[config.mk]
export PLATFORM = sky130hd
export DESIGN_NAME = t03_inst_sequencer
export DESIGN_NICKNAME = d
export VERILOG_FILES = /design/src/rtl/t03_inst_sequencer.sv
export SDC_FILE = /design/constraint.sdc
export NUM_CORES = 1
export LEC_CHECK = 0
export ABC_AREA = 1
export CAP_MARGIN = 20
export CORE_UTILIZATION = 36
export DETAILED_ROUTE_END_ITERATION = 12
export PLACE_DENSITY_LB_ADDON = 0.3
export SYNTH_ARGS = -nofsm -noshare
export SYNTH_HDL_FRONTEND = slang
export SYNTH_SLANG_ARGS = --single-unit
[constraint.sdc]
create_clock -name clk -period 1.15 [get_ports clk]
set_input_delay 0.115 -clock clk [delete_from_list [all_inputs] [get_ports clk]]
set_output_delay 0.115 -clock clk [all_outputs]
set_load 0.01 [all_outputs]
[src/rtl/t03_inst_sequencer.sv]
// Multi-cycle fetch/decode/execute/memory/writeback control FSM for the team_03 RV32I core.
// Optional bus-timeout watchdog enabled by defining T03_SEQ_TIMEOUT_EN.
module t03_inst_sequencer #(
  parameter int unsigned TIMEOUT_CYCLES = 16
) (
  input  logic        clk,
  input  logic        nRst,
  input  logic        en,
  input  logic        i_ack,
  input  logic [31:0] inst_in,
  output logic [31:0] inst_out,
  input  logic [2:0]  type_in,
  input  logic        branch_taken,
  input  logic        d_ack,
  output logic        i_req,
  output logic        d_ren,
  output logic        d_wen,
  output logic        exec_en,
  output logic        reg_wen,
  output logic        pc_en,
  output logic        pc_sel,
  output logic        busy,
  output logic        timeout_err
);

  typedef enum logic [2:0] {IDLE, FETCH, DECODE, EXEC, MEM, WB} state_t;

  localparam logic [2:0] TYPE_S = 3'd2;
  localparam logic [2:0] TYPE_B = 3'd3;
  localparam logic [2:0] TYPE_J = 3'd4;

  if (TIMEOUT_CYCLES < 1) begin : g_bad_timeout
    $error("TIMEOUT_CYCLES must be at least 1");
  end

  state_t      state_q, state_d;
  logic [31:0] inst_q, inst_d;
  logic        is_load, is_store;

  assign is_load  = (inst_q[6:0] == 7'b0000011);
  assign is_store = (type_in == TYPE_S);

`ifdef T03_SEQ_TIMEOUT_EN
  localparam int unsigned CW = $clog2(TIMEOUT_CYCLES + 1);
  localparam logic [CW-1:0] LIMIT = CW'(TIMEOUT_CYCLES - 1);
  logic [CW-1:0] cnt_q, cnt_d;
  logic          tmo_q, tmo_d;
  logic          start_ok;

  assign start_ok    = en && !tmo_q;
  assign timeout_err = tmo_q;
`else
  logic start_ok;

  assign start_ok    = en;
  assign timeout_err = 1'b0;
`endif

  always_comb begin
    state_d = state_q;
    inst_d  = inst_q;
    i_req   = 1'b0;
    d_ren   = 1'b0;
    d_wen   = 1'b0;
    exec_en = 1'b0;
    reg_wen = 1'b0;
    pc_en   = 1'b0;
    pc_sel  = 1'b0;
`ifdef T03_SEQ_TIMEOUT_EN
    // Counter idles at zero so every entry into FETCH/MEM starts a fresh wait window.
    cnt_d   = '0;
    tmo_d   = tmo_q;
`endif
    case (state_q)
      IDLE: begin
        if (start_ok) state_d = FETCH;
      end
      FETCH: begin
        i_req = 1'b1;
        if (i_ack) begin
          inst_d  = inst_in;
          state_d = DECODE;
        end
`ifdef T03_SEQ_TIMEOUT_EN
        else if (cnt_q == LIMIT) begin
          tmo_d   = 1'b1;
          state_d = IDLE;
        end else begin
          cnt_d = cnt_q + CW'(1);
        end
`endif
      end
      DECODE: state_d = EXEC;
      EXEC: begin
        exec_en = 1'b1;
        if (is_load || is_store) begin
          state_d = MEM;
        end else if (type_in == TYPE_B) begin
          pc_en   = 1'b1;
          pc_sel  = branch_taken;
          state_d = en ? FETCH : IDLE;
        end else begin
          state_d = WB;
        end
      end
      MEM: begin
        d_ren = is_load;
        d_wen = !is_load;
        if (d_ack) begin
          if (is_load) begin
            state_d = WB;
          end else begin
            pc_en   = 1'b1;
            state_d = en ? FETCH : IDLE;
          end
        end
`ifdef T03_SEQ_TIMEOUT_EN
        else if (cnt_q == LIMIT) begin
          tmo_d   = 1'b1;
          state_d = IDLE;
        end else begin
          cnt_d = cnt_q + CW'(1);
        end
`endif
      end
      WB: begin
        reg_wen = (inst_q[11:7] != 5'd0);
        pc_en   = 1'b1;
        pc_sel  = (type_in == TYPE_J);
        state_d = en ? FETCH : IDLE;
      end
      default: state_d = IDLE;
    endcase
  end

  always_ff @(posedge clk or negedge nRst) begin
    if (!nRst) begin
      state_q <= IDLE;
      inst_q  <= '0;
`ifdef T03_SEQ_TIMEOUT_EN
      cnt_q   <= '0;
      tmo_q   <= 1'b0;
`endif
    end else begin
      state_q <= state_d;
      inst_q  <= inst_d;
`ifdef T03_SEQ_TIMEOUT_EN
      cnt_q   <= cnt_d;
      tmo_q   <= tmo_d;
`endif
    end
  end

  assign inst_out = inst_q;
  assign busy     = (state_q != IDLE);

endmodule

### Yosys cells after proc, flatten, opt, wreduce, memory -nomap -nowiden

Cells that the tools add are included.

* register bits: 35
* output and inout bits: 41
* word-level logic and storage cells: 42

* equal/unequal tests: 12
* muxes and demuxes: 21
* reduce and logical (&&, ||, !) cells: 7

Operators by type and width (count)
* $mux 3: 6
* $pmux 3 s6: 1
* $eq 3x2->1 const B: 4
* $mux 1: 12
* $eq 3x3->1 const B: 3
* $eq 7x2->1 const B: 1
* $ne 2x2->1 const B: 3
* $reduce_bool 5->1: 1
* $eq 3x1->1 const B: 1
* $logic_not 3->1: 1
* $pmux 1 s3: 1
* $reduce_and 3->1: 1
* $reduce_bool 3->1: 1
* $pmux 1 s2: 1
* $reduce_and 2->1: 1
* $logic_not 1->1: 1
* $logic_or 1x1->1: 1

### Logic depth before layout (Yosys ltp)

Gate-level depths: netlist (run 1).

* depth in word-level cells: 4
* mapped depth: 8
* gate-level depth less buffers: 8

### Worst setup path before layout (run 1)

Ideal clock, no wire load.

* path kind: register to output
* start: register state_q[1]
* end: output port pc_en
* arrival: 1.143 ns
* required time: 1.035 ns
* setup slack: -0.108 ns
* stages on the path, launching flop included: 6
* path through: dfrtp_1 -> inv_1 -> nand2_1 -> nor3_1 -> nand2_1 -> nand3b_1

* word-level cells in the longest chain between the ends: 2
* elaborated cells on any way between the ends: 4

Ends and longest elaborated chain
* start: declaration: line 36 `state_t state_q, state_d;`
* start signal: assignment: line 145 `state_q <= state_d;`
* $eq 3x3->1 or $eq 3x2->1 (tied branches): line 74 `case (state_q)`
* $pmux 1 s3 (*): line 74
* end: declaration: line 20 `output logic pc_en,`

Every way passes the cells marked *; elsewhere a longest branch is shown, timed or not.

### Worst setup path in the final report (run 1)

* start: register state_q[1]
* end: output port pc_sel

* word-level cells in the longest chain between the ends: 2
* elaborated cells on any way between the ends: 3

Ends and longest elaborated chain
* $eq 3x3->1 or $eq 3x2->1 (tied branches): line 74
* $pmux 1 s2 (*): line 74
* end: declaration: line 21 `output logic pc_sel,`

Marked as above.

==> qor.csv, run 1 <==
stage;metric;value;unit
clocking;clk buf depth;2;
grt;initial antenna violation count;0;
clocking;CTS clk-pin slew, worst paths;70;ps
die;Cell Rows;24;
grt;GRT overflow;0;
die;initial core utilization;0.3721;
logic_synthesis;Post-synth EDFFs;0;
logic_synthesis;synthesized area;0.001620;mm2
drt;post-route DRC violation count;0;
place;Final HPWL DP;3263;um
sta;setup violators final;44;
logic_synthesis;Yosys warnings;0;
sta;setup TNS;-12380;ps
sta;RSZ-0062 raised after global routing;yes;
logic_synthesis;Post-Syn Instances;199;
sta;period utilization;1.297;
final_layout;post-layout util;0.7397;
clocking;CTS HTree Levels;2;
sta;Slew Limit Fails;0;
final_layout;diode count;0;
grt;global-route wire length before repair;8397;um
setup_path;R2R cell count;10;
final_layout;fin nets;367;
drt;Routed WL per cell;13.47;um
place;Setup WS pre-CTS;-635.6;ps
sta;skew final;3.943;ps
logic_synthesis;Yosys cell types;21;
final_layout;area of the multi-input gates;897.1;um2
logic_synthesis;cell taking the most area after synthesis;dfrtp_1;
sta;final hold vios;0;
sta;Final WS setup;-341.4;ps
setup_path;reg-to-reg critical path endpoint;inst_out[20];
setup_path;r2r setup slk;-340;ps
final_layout;most common cell after layout, fill and taps aside;nand2_1;
sta;Hold WS;300.8;ps
grt;largest net degree at the start of global routing;21;
final_layout;Final Non-Filler Cells;379;
setup_path;required time worst endpoint;1030;ps
clocking;clock sinks;35;
clocking;worst-skew pair later-pin latency;280;ps
power;Cell Pwr Density;2503;mW/mm2
setup_path;Critical Path AT;1380;ps
final_layout;most frequent cells in the layout;47 x nand2_1, 39 x clkdlybuf4s50_1, 35 x buf_4;
die;die footprint;0.004773;mm2
clocking;Root Driver;clkbuf_8;
logic_synthesis;Synth Area in Adders;0;
power;cell leakage power;1.645;nW
die;die outline width;69.09;um
drt;First-pass DRT Iterations;4;
setup_path;reg-to-reg critical path startpoint;state_q[1];
final_layout;Reg area;877.1;um2
drt;Routed Antenna Nets;0;
drt;Via density;4.776;
logic_synthesis;Synth top area share;0.5405;
logic_synthesis;Compound-Gate Fraction of Synth Area;0.03320;
job;Max Cap Viol;0;
outcome;failing checks;negative setup slack;
logic_synthesis;dominant synthesized flop cell;dfrtp_1;
die;IO Count;82;
outcome;status;finished with violations;
drt;Post-Route WL;5105;um
place;gpl congestion;0.8258;
drt;Iteration-0 DRC Markers;106;
power;Worst VDD drop;1176;uV
setup_path;crit end category;output pin;
grt;GRT Resource Usage Total;0.2235;
setup_path;critical path type;reg2out;
place;Placed Cells;354;
final_layout;fillers;339;
clocking;CTS buffer count;5;
die;core area;0.004354;mm2
logic_synthesis;FF+latch count, synth;35;
final_layout;Area growth, synth to finish;98.76;%
setup_path;crit start category;register;
sta;minimum clock period;1491;ps
logic_synthesis;Post-Syn Area per Cell;8.142;um2
logic_synthesis;Mapped Nets;240;
logic_synthesis;post-synthesis sequential area ratio;0.5405;
sta;Max Freq;670.5;MHz
setup_path;CP max FO;3;
logic_synthesis;largest family of logic cells by synthesized area;simple AND/OR/NAND/NOR gates;
die;Die Height;69.09;um
place;IO buf count;80;
logic_synthesis;post-synthesis xor/xnor area fraction;0;
logic_synthesis;Post-synth ARST share;1.000;
logic_synthesis;mux contribution to synthesized area;0;
final_layout;layout cells sized above 1;0.4312;
logic_synthesis;synth top area cells;dfrtp_1 54%, nand2_1 18%, nand3_1 11%, inv_1 2.5%, nor2_1 2.5%;
hold_path;HP Class;in2async;
logic_synthesis;simple-gate portion of the synthesized area;0.3490;
grt;number of global-route vias before repair;1855;
clocking;CTS tree;built;
drt;Vias;1810;
flip-flops by register name, indices dropped and copies added (netlist names):
signal	count
inst_out	32
state_q	3
area by class of cell:
| cell class | count | area share |
|---|---|---|
| clock inverter | 1 | 0.001554 |
| tap | 52 | 0.02020 |
| sequential | 35 | 0.2723 |
| clock buffer | 7 | 0.02370 |
| timing repair buffer | 131 | 0.3908 |
| inverter | 11 | 0.01282 |
| multi-input combinational | 142 | 0.2786 |
cells by family after synthesis:
family	after synthesis
and+or+nand+nor	132
DFF	35
buffers and inverters	22
AOI/OAI and AO/OA	9
other	1
Yosys cell counts (2+ instances only):
cell type,number
nor3_1,2
buf_4,4
nand2_1,79
inv_1,11
clkbuf_1,3
o21ai_0,3
a21oi_1,3
dfrtp_1,35
buf_6,3
nor2_1,11
nand3_1,35
layer usage:
layer	routed length (um)	GRT usage	part of all wire
met1	2127	0.2639	0.42
met2	2728	0.4013	0.53
met3	185	0.04094	0.036
met4	64	0.08163	0.013
met5	0	0	0
metrics by stage:
step           power, mW  area (um2)
6_report           8.061        3221
2_1_floorplan      3.790        1628
3_5_place_dp       6.011        2701
3_3_place_gp       5.953        2701
4_1_cts            7.985        3173
5_1_grt            8.644        3221
power breakdown:
| part | total (mW) | leakage [nW] | switching [mW] | internal, mW |
|---|---|---|---|---|
| Combinational | 5.01 | 1.17 | 2.32 | 2.68 |
| Clock | 0.837 | 0.0422 | 0.413 | 0.425 |
| Sequential | 2.22 | 0.435 | 0.401 | 1.82 |
worst max-delay path, stage by stage (launching register included):
cell and delay (ps):
dfrtp_1 400, inv_2 90, nand2_2 60, buf_4 140
nor2_4 120, nand4_1 90, nand2_1 70, buf_2 120
what timing repair did:
action | 4_1_cts | 5_1_grt
endpoints found under the hold margin | 15 | 0
buffers inserted | 14 | 3
hold buffers | 1 | 0
gates resized for setup | 141 | 40
endpoints found under the setup margin | 75 | 52
pin swaps | 20 | 17
cloned | 4 | 0
worst max-delay path by stage:
stage,start,endpoint,slack (ps)
5_1_grt,inst_out[5],pc_en,-470
3_3_place_gp,type_in[0],pc_sel,-540
2_1_floorplan,state_q[1],inst_out[10],-0.06
4_1_cts,inst_out[4],pc_en,-400
3_5_place_dp,type_in[0],pc_en,-640
6_report,state_q[1],pc_sel,-340
(Power assumes the default switching activity.)
==> run 2, diff against run 1 <==
- CTS_CLUSTER_SIZE: default -> 40
- PLACE_DENSITY: default -> 0.76
- PLACE_DENSITY_LB_ADDON: 0.3 -> default
- SLEW_MARGIN: default -> 30
==> qor.csv, run 2 (synthesis results as in run 1) <==
stage;metric;value;unit
clocking;CTS buffer count;5;
setup_path;critical path type;reg2out;
die;Die Height;69.09;um
final_layout;Reg area;877.1;um2
clocking;CTS HTree Levels;2;
sta;Max Freq;661.1;MHz
clocking;worst-skew pair later-pin latency;290;ps
outcome;status;finished with violations;
die;core area;0.004354;mm2
sta;Worst slew margin;0.5172;
sta;minimum clock period;1513;ps
final_layout;most frequent cells in the layout;38 x clkdlybuf4s50_1, 37 x nand2_1, 34 x nand2_2, 34 x dfrtp_1, 28 x buf_4;
final_layout;Final Non-Filler Cells;382;
power;Worst VDD drop;1443;uV
sta;final hold vios;0;
drt;Vias;1837;
clocking;clk buf depth;2;
clocking;CTS tree;built;
setup_path;CP max FO;4;
drt;post-route DRC violation count;0;
setup_path;crit end category;output pin;
die;IO Count;82;
die;die footprint;0.004773;mm2
setup_path;crit start category;register;
final_layout;diode count;0;
setup_path;required time worst endpoint;1030;ps
sta;setup TNS;-12020;ps
final_layout;area of the multi-input gates;0.001022;mm2
final_layout;max reg flops;32;
hold_path;HP Class;in2async;
sta;Least-Margin Pin Slew;724.3;ps
power;Cell Pwr Density;2728;mW/mm2
sta;skew final;5.606;ps
final_layout;Area growth, synth to finish;109.1;%
grt;GRT Resource Usage Total;0.2240;
sta;RSZ-0062 raised after global routing;yes;
final_layout;fin nets;370;
clocking;Root Driver;clkbuf_8;
sta;setup violators final;44;
drt;Routed Antenna Nets;0;
place;Setup WS pre-CTS;-576.3;ps
sta;period utilization;1.315;
final_layout;most common cell after layout, fill and taps aside;clkdlybuf4s50_1;
place;IO buf count;80;
final_layout;layout cells sized above 1;0.4727;
drt;Post-Route WL;5693;um
sta;Hold WS;265.4;ps
place;Final HPWL DP;3179;um
sta;Slew Limit Fails;0;
grt;global-route wire length before repair;8487;um
grt;initial antenna violation count;0;
place;Placed Cells;348;
drt;Routed WL per cell;14.90;um
power;cell leakage power;1.674;nW
drt;Iteration-0 DRC Markers;81;
job;Max Cap Viol;0;
drt;First-pass DRT Iterations;4;
die;Cell Rows;24;
final_layout;fillers;300;
final_layout;post-layout util;0.7782;
grt;number of global-route vias before repair;1776;
outcome;failing checks;negative setup slack;
die;initial core utilization;0.3721;
place;gpl congestion;0.8553;
drt;Via density;4.809;
die;die outline width;69.09;um
clocking;CTS clk-pin slew, worst paths;80;ps
grt;GRT overflow;0;
grt;largest net degree at the start of global routing;24;
clocking;clock sinks;35;
setup_path;Critical Path AT;1400;ps
sta;Final WS setup;-362.6;ps
==> run 2: cell count changes in the layout (fill, tap and decap cells not counted), sizes merged <==
cell	previous run	this run
inv	11	12
bufinv	0	1
clkdlybuf4s50	39	38
buf	61	63
nand2	81	86
clkbuf	14	9
==> run 2: per-stage QoR <==
stage | power (mW) | instance area [um2]
CTS | 8.005 | 3040
detailed placement | 5.852 | 2631
global placement | 5.755 | 2631
global route | 9.777 | 3388
floorplan | 3.790 | 1628
finish | 9.244 | 3388
==> run 2: path summary, 6_finish.rpt <==
check	startpoint	endpoint	slack (ps)	depth (start not counted)
max	inst_out[5]	pc_en	-360	7
min	nRst	inst_out[27]	270	2
max reg2reg	state_q[0]	inst_out[21]	-340	8
min reg2reg	inst_out[18]	inst_out[18]	490	2
max in group asynchronous	nRst	state_q[0]	430	3
min in group clk	inst_in[19]	inst_out[19]	370	3
==> run 2: where the power goes <==
part	internal, mW	switching [mW]
Clock	0.657	0.501
Combinational	3.11	2.68
Sequential	1.81	0.479
==> run 2: final cells by class <==
type	instances	share of cell area
Multi-Input combinational cell	147	0.3017
Clock inverter	3	0.01403
Tap cell	52	0.01920
Clock buffer	5	0.02031
Timing Repair Buffer	129	0.3737
Inverter	11	0.01219
Sequential cell	35	0.2589
==> run 2: timing repair <==
item,in CTS,in global routing
hold endpoints to repair,14,0
setup buffers,9,14
setup endpoints to repair,75,49
resized for setup,129,85
pin swaps,7,25
cloned,7,1
hold buffers,1,0
==> run 2: worst max-delay path: stages, from the launching register on <==
cell and delay [ps]:
dfrtp_1 390, nor2_2 130, nand2_2 90, nor2_4 140, nor3_2 70, nand2_1 70
nand3b_1 80, buf_2 150
==> run 2: per-layer routing <==
metal  track usage  vias up  part of all wire  routed length, um
li1              -      903                 -                  -
met1        0.2992      871              0.43               2470
met2        0.3797       57              0.52               2962
met3       0.03947        6             0.037                208
met4       0.04762        0            0.0090                 51
met5             0        -                 0                  0
==> run 3, diff against run 2 <==
- CORE_UTILIZATION: 36 -> 25
- PLACE_DENSITY: 0.76 -> default
==> qor.csv, run 3 (synthesis results as in run 1) <==
stage;metric;value;unit
place;IO buf count;80;
hold_path;HP Class;in2async;
setup_path;critical path type;reg2out;
grt;GRT overflow;0;
grt;number of global-route vias before repair;1670;
grt;GRT Resource Usage Total;0.1614;
setup_path;required time worst endpoint;1030;ps
final_layout;most common cell after layout, fill and taps aside;nand2_1;
final_layout;max reg flops;32;
grt;layer with the highest usage;met2;
clocking;worst-skew pair later-pin latency;290;ps
drt;Vias;1782;
setup_path;Crit-path slowest cell;dfrtp_1;
job;Max Cap Viol;0;
drt;First-pass DRT Iterations;4;
final_layout;fin nets;371;
clocking;CTS HTree Levels;2;
die;Cell Rows;28;
sta;final hold vios;0;
grt;routing usage on met2;0.2752;
grt;global-route wire length before repair;8045;um
place;Placed Cells;376;
die;die footprint;0.006807;mm2
final_layout;most frequent cells in the layout;56 x nand2_1, 39 x clkdlybuf4s50_1, 35 x dfrtp_1;
sta;skew final;3.241;ps
final_layout;diode count;0;
final_layout;layout cells sized above 1;0.3909;
sta;Final WS setup;-388.2;ps
setup_path;Buf/Inv on CP;2;
power;Cell Pwr Density;2485;mW/mm2
sta;Slew Limit Fails;0;
place;gpl congestion;0.7978;
power;cell leakage power;1.673;nW
grt;largest net degree at the start of global routing;36;
final_layout;Area growth, synth to finish;98.15;%
outcome;status;finished with violations;
grt;initial antenna violation count;0;
sta;period utilization;1.338;
sta;minimum clock period;1538;ps
drt;Iteration-0 DRC Markers;27;
power;Pwr Total;7.979;mW
setup_path;CP max FO;3;
drt;Routed WL per cell;12.82;um
drt;post-route DRC violation count;0;
setup_path;Critical Path AT;1420;ps
outcome;failing checks;negative setup slack;
power;Worst VDD drop;1249;uV
drt;Via density;4.400;
clocking;CTS tree;built;
sta;Hold WS;323.4;ps
sta;setup violators final;43;
die;Die Height;82.51;um
setup_path;crit start category;register;
clocking;clk buf depth;2;
final_layout;Final Non-Filler Cells;405;
sta;RSZ-0062 raised after global routing;yes;
clocking;CTS buffer count;5;
clocking;clock sinks;35;
die;IO Count;82;
drt;Post-Route WL;5191;um
grt;met3 Usage GRT;0.03956;
die;die outline width;82.51;um
clocking;Root Driver;clkbuf_8;
die;core area;0.006096;mm2
drt;Routed Antenna Nets;0;
grt;met1 global-route usage;0.2016;
place;Final HPWL DP;3286;um
setup_path;critical path's top delay family;simple AND/OR/NAND/NOR gates;
setup_path;delay of the slowest cell on the worst path;390;ps
setup_path;CP cell instances;nor2_2 -> nand2_2 -> nor2_4 -> buf_6 -> nor2_4 -> nand2_1 -> nand3b_1 -> buf_2;
die;initial core utilization;0.2658;
setup_path;Critical Path Most Common Cell;nor2_4;
clocking;CTS clk-pin slew, worst paths;70;ps
setup_path;crit end category;output pin;
sta;Max Freq;650.1;MHz
## run 3: changes by cell type in the layout (fill, tap and decap cells not counted), sizes merged
cell | before | now
clkdlybuf4s15 | 2 | 0
clkbuf | 9 | 11
inv | 12 | 11
bufinv | 1 | 0
clkdlybuf4s50 | 38 | 39
buf | 63 | 69
nand2 | 86 | 81
## run 3: stage by stage
step	setup WS (ps)	TNS [ps]	instance area, um2	utilization
2_1_floorplan	-0.06251	-0.4370	1628	-
3_3_place_gp	-557.5	-12530	2710	0.4446
3_5_place_dp	-598.9	-13100	2710	0.4446
4_1_cts	-409.2	-11150	3078	0.5049
5_1_grt	-486.0	-16600	3211	0.5267
6_report	-388.2	-14140	3211	0.5267
## run 3: timing repair
item	4_1_cts	5_1_grt
setup endpoints to repair	75	49
hold buffers	1	0
pin swaps	8	14
endpoints found under the hold margin	35	0
resized for setup	128	47
buffers inserted	15	4
cloned	5	0
## run 3: cell type report
| class | instances | area (um2) |
|---|---|---|
| flip-flops and latches | 35 | 875.8 |
| clock buffers | 6 | 82.58 |
| inverters | 11 | 41.29 |
| well taps | 75 | 93.84 |
| fillers | 589 | 2885 |
| repair buffers | 135 | 1295 |
| multi-input cells | 142 | 817.0 |
| clock inverters | 1 | 5.005 |
## run 3: final timing paths
kind,from,endpoint,slack (ps),cells past startpoint
hold / removal,nRst,inst_out[23],320,3
min in group clk,inst_in[12],inst_out[12],370,3
hold reg to reg,inst_out[27],inst_out[27],470,2
setup / recovery,inst_out[5],pc_en,-390,8
max in group asynchronous,nRst,state_q[2],650,3
setup reg to reg,state_q[1],state_q[0],-380,11
## run 3: metal layers
layer	vias up	wire [um]	part of all wire
met3	8	285	0.055
li1	896	-	-
met2	59	2577	0.50
met1	819	2262	0.44
met5	-	0	0
met4	0	66	0.013
## run 3: power breakdown
part	switching, mW	internal, mW
logic	2.25	2.63
registers	0.380	1.81
clock network	0.431	0.470
## run 3: worst register-to-register path, stage by stage, from the launching register on
cell     delay, ps
dfrtp_1        410
inv_2          130
nand2_4         70
buf_4          140
nor2_4         130
buf_6          140
buf_8          120
nand2_4         60
nand2_4         60
a21oi_2         30
nand2_1         80
nand2_1         60
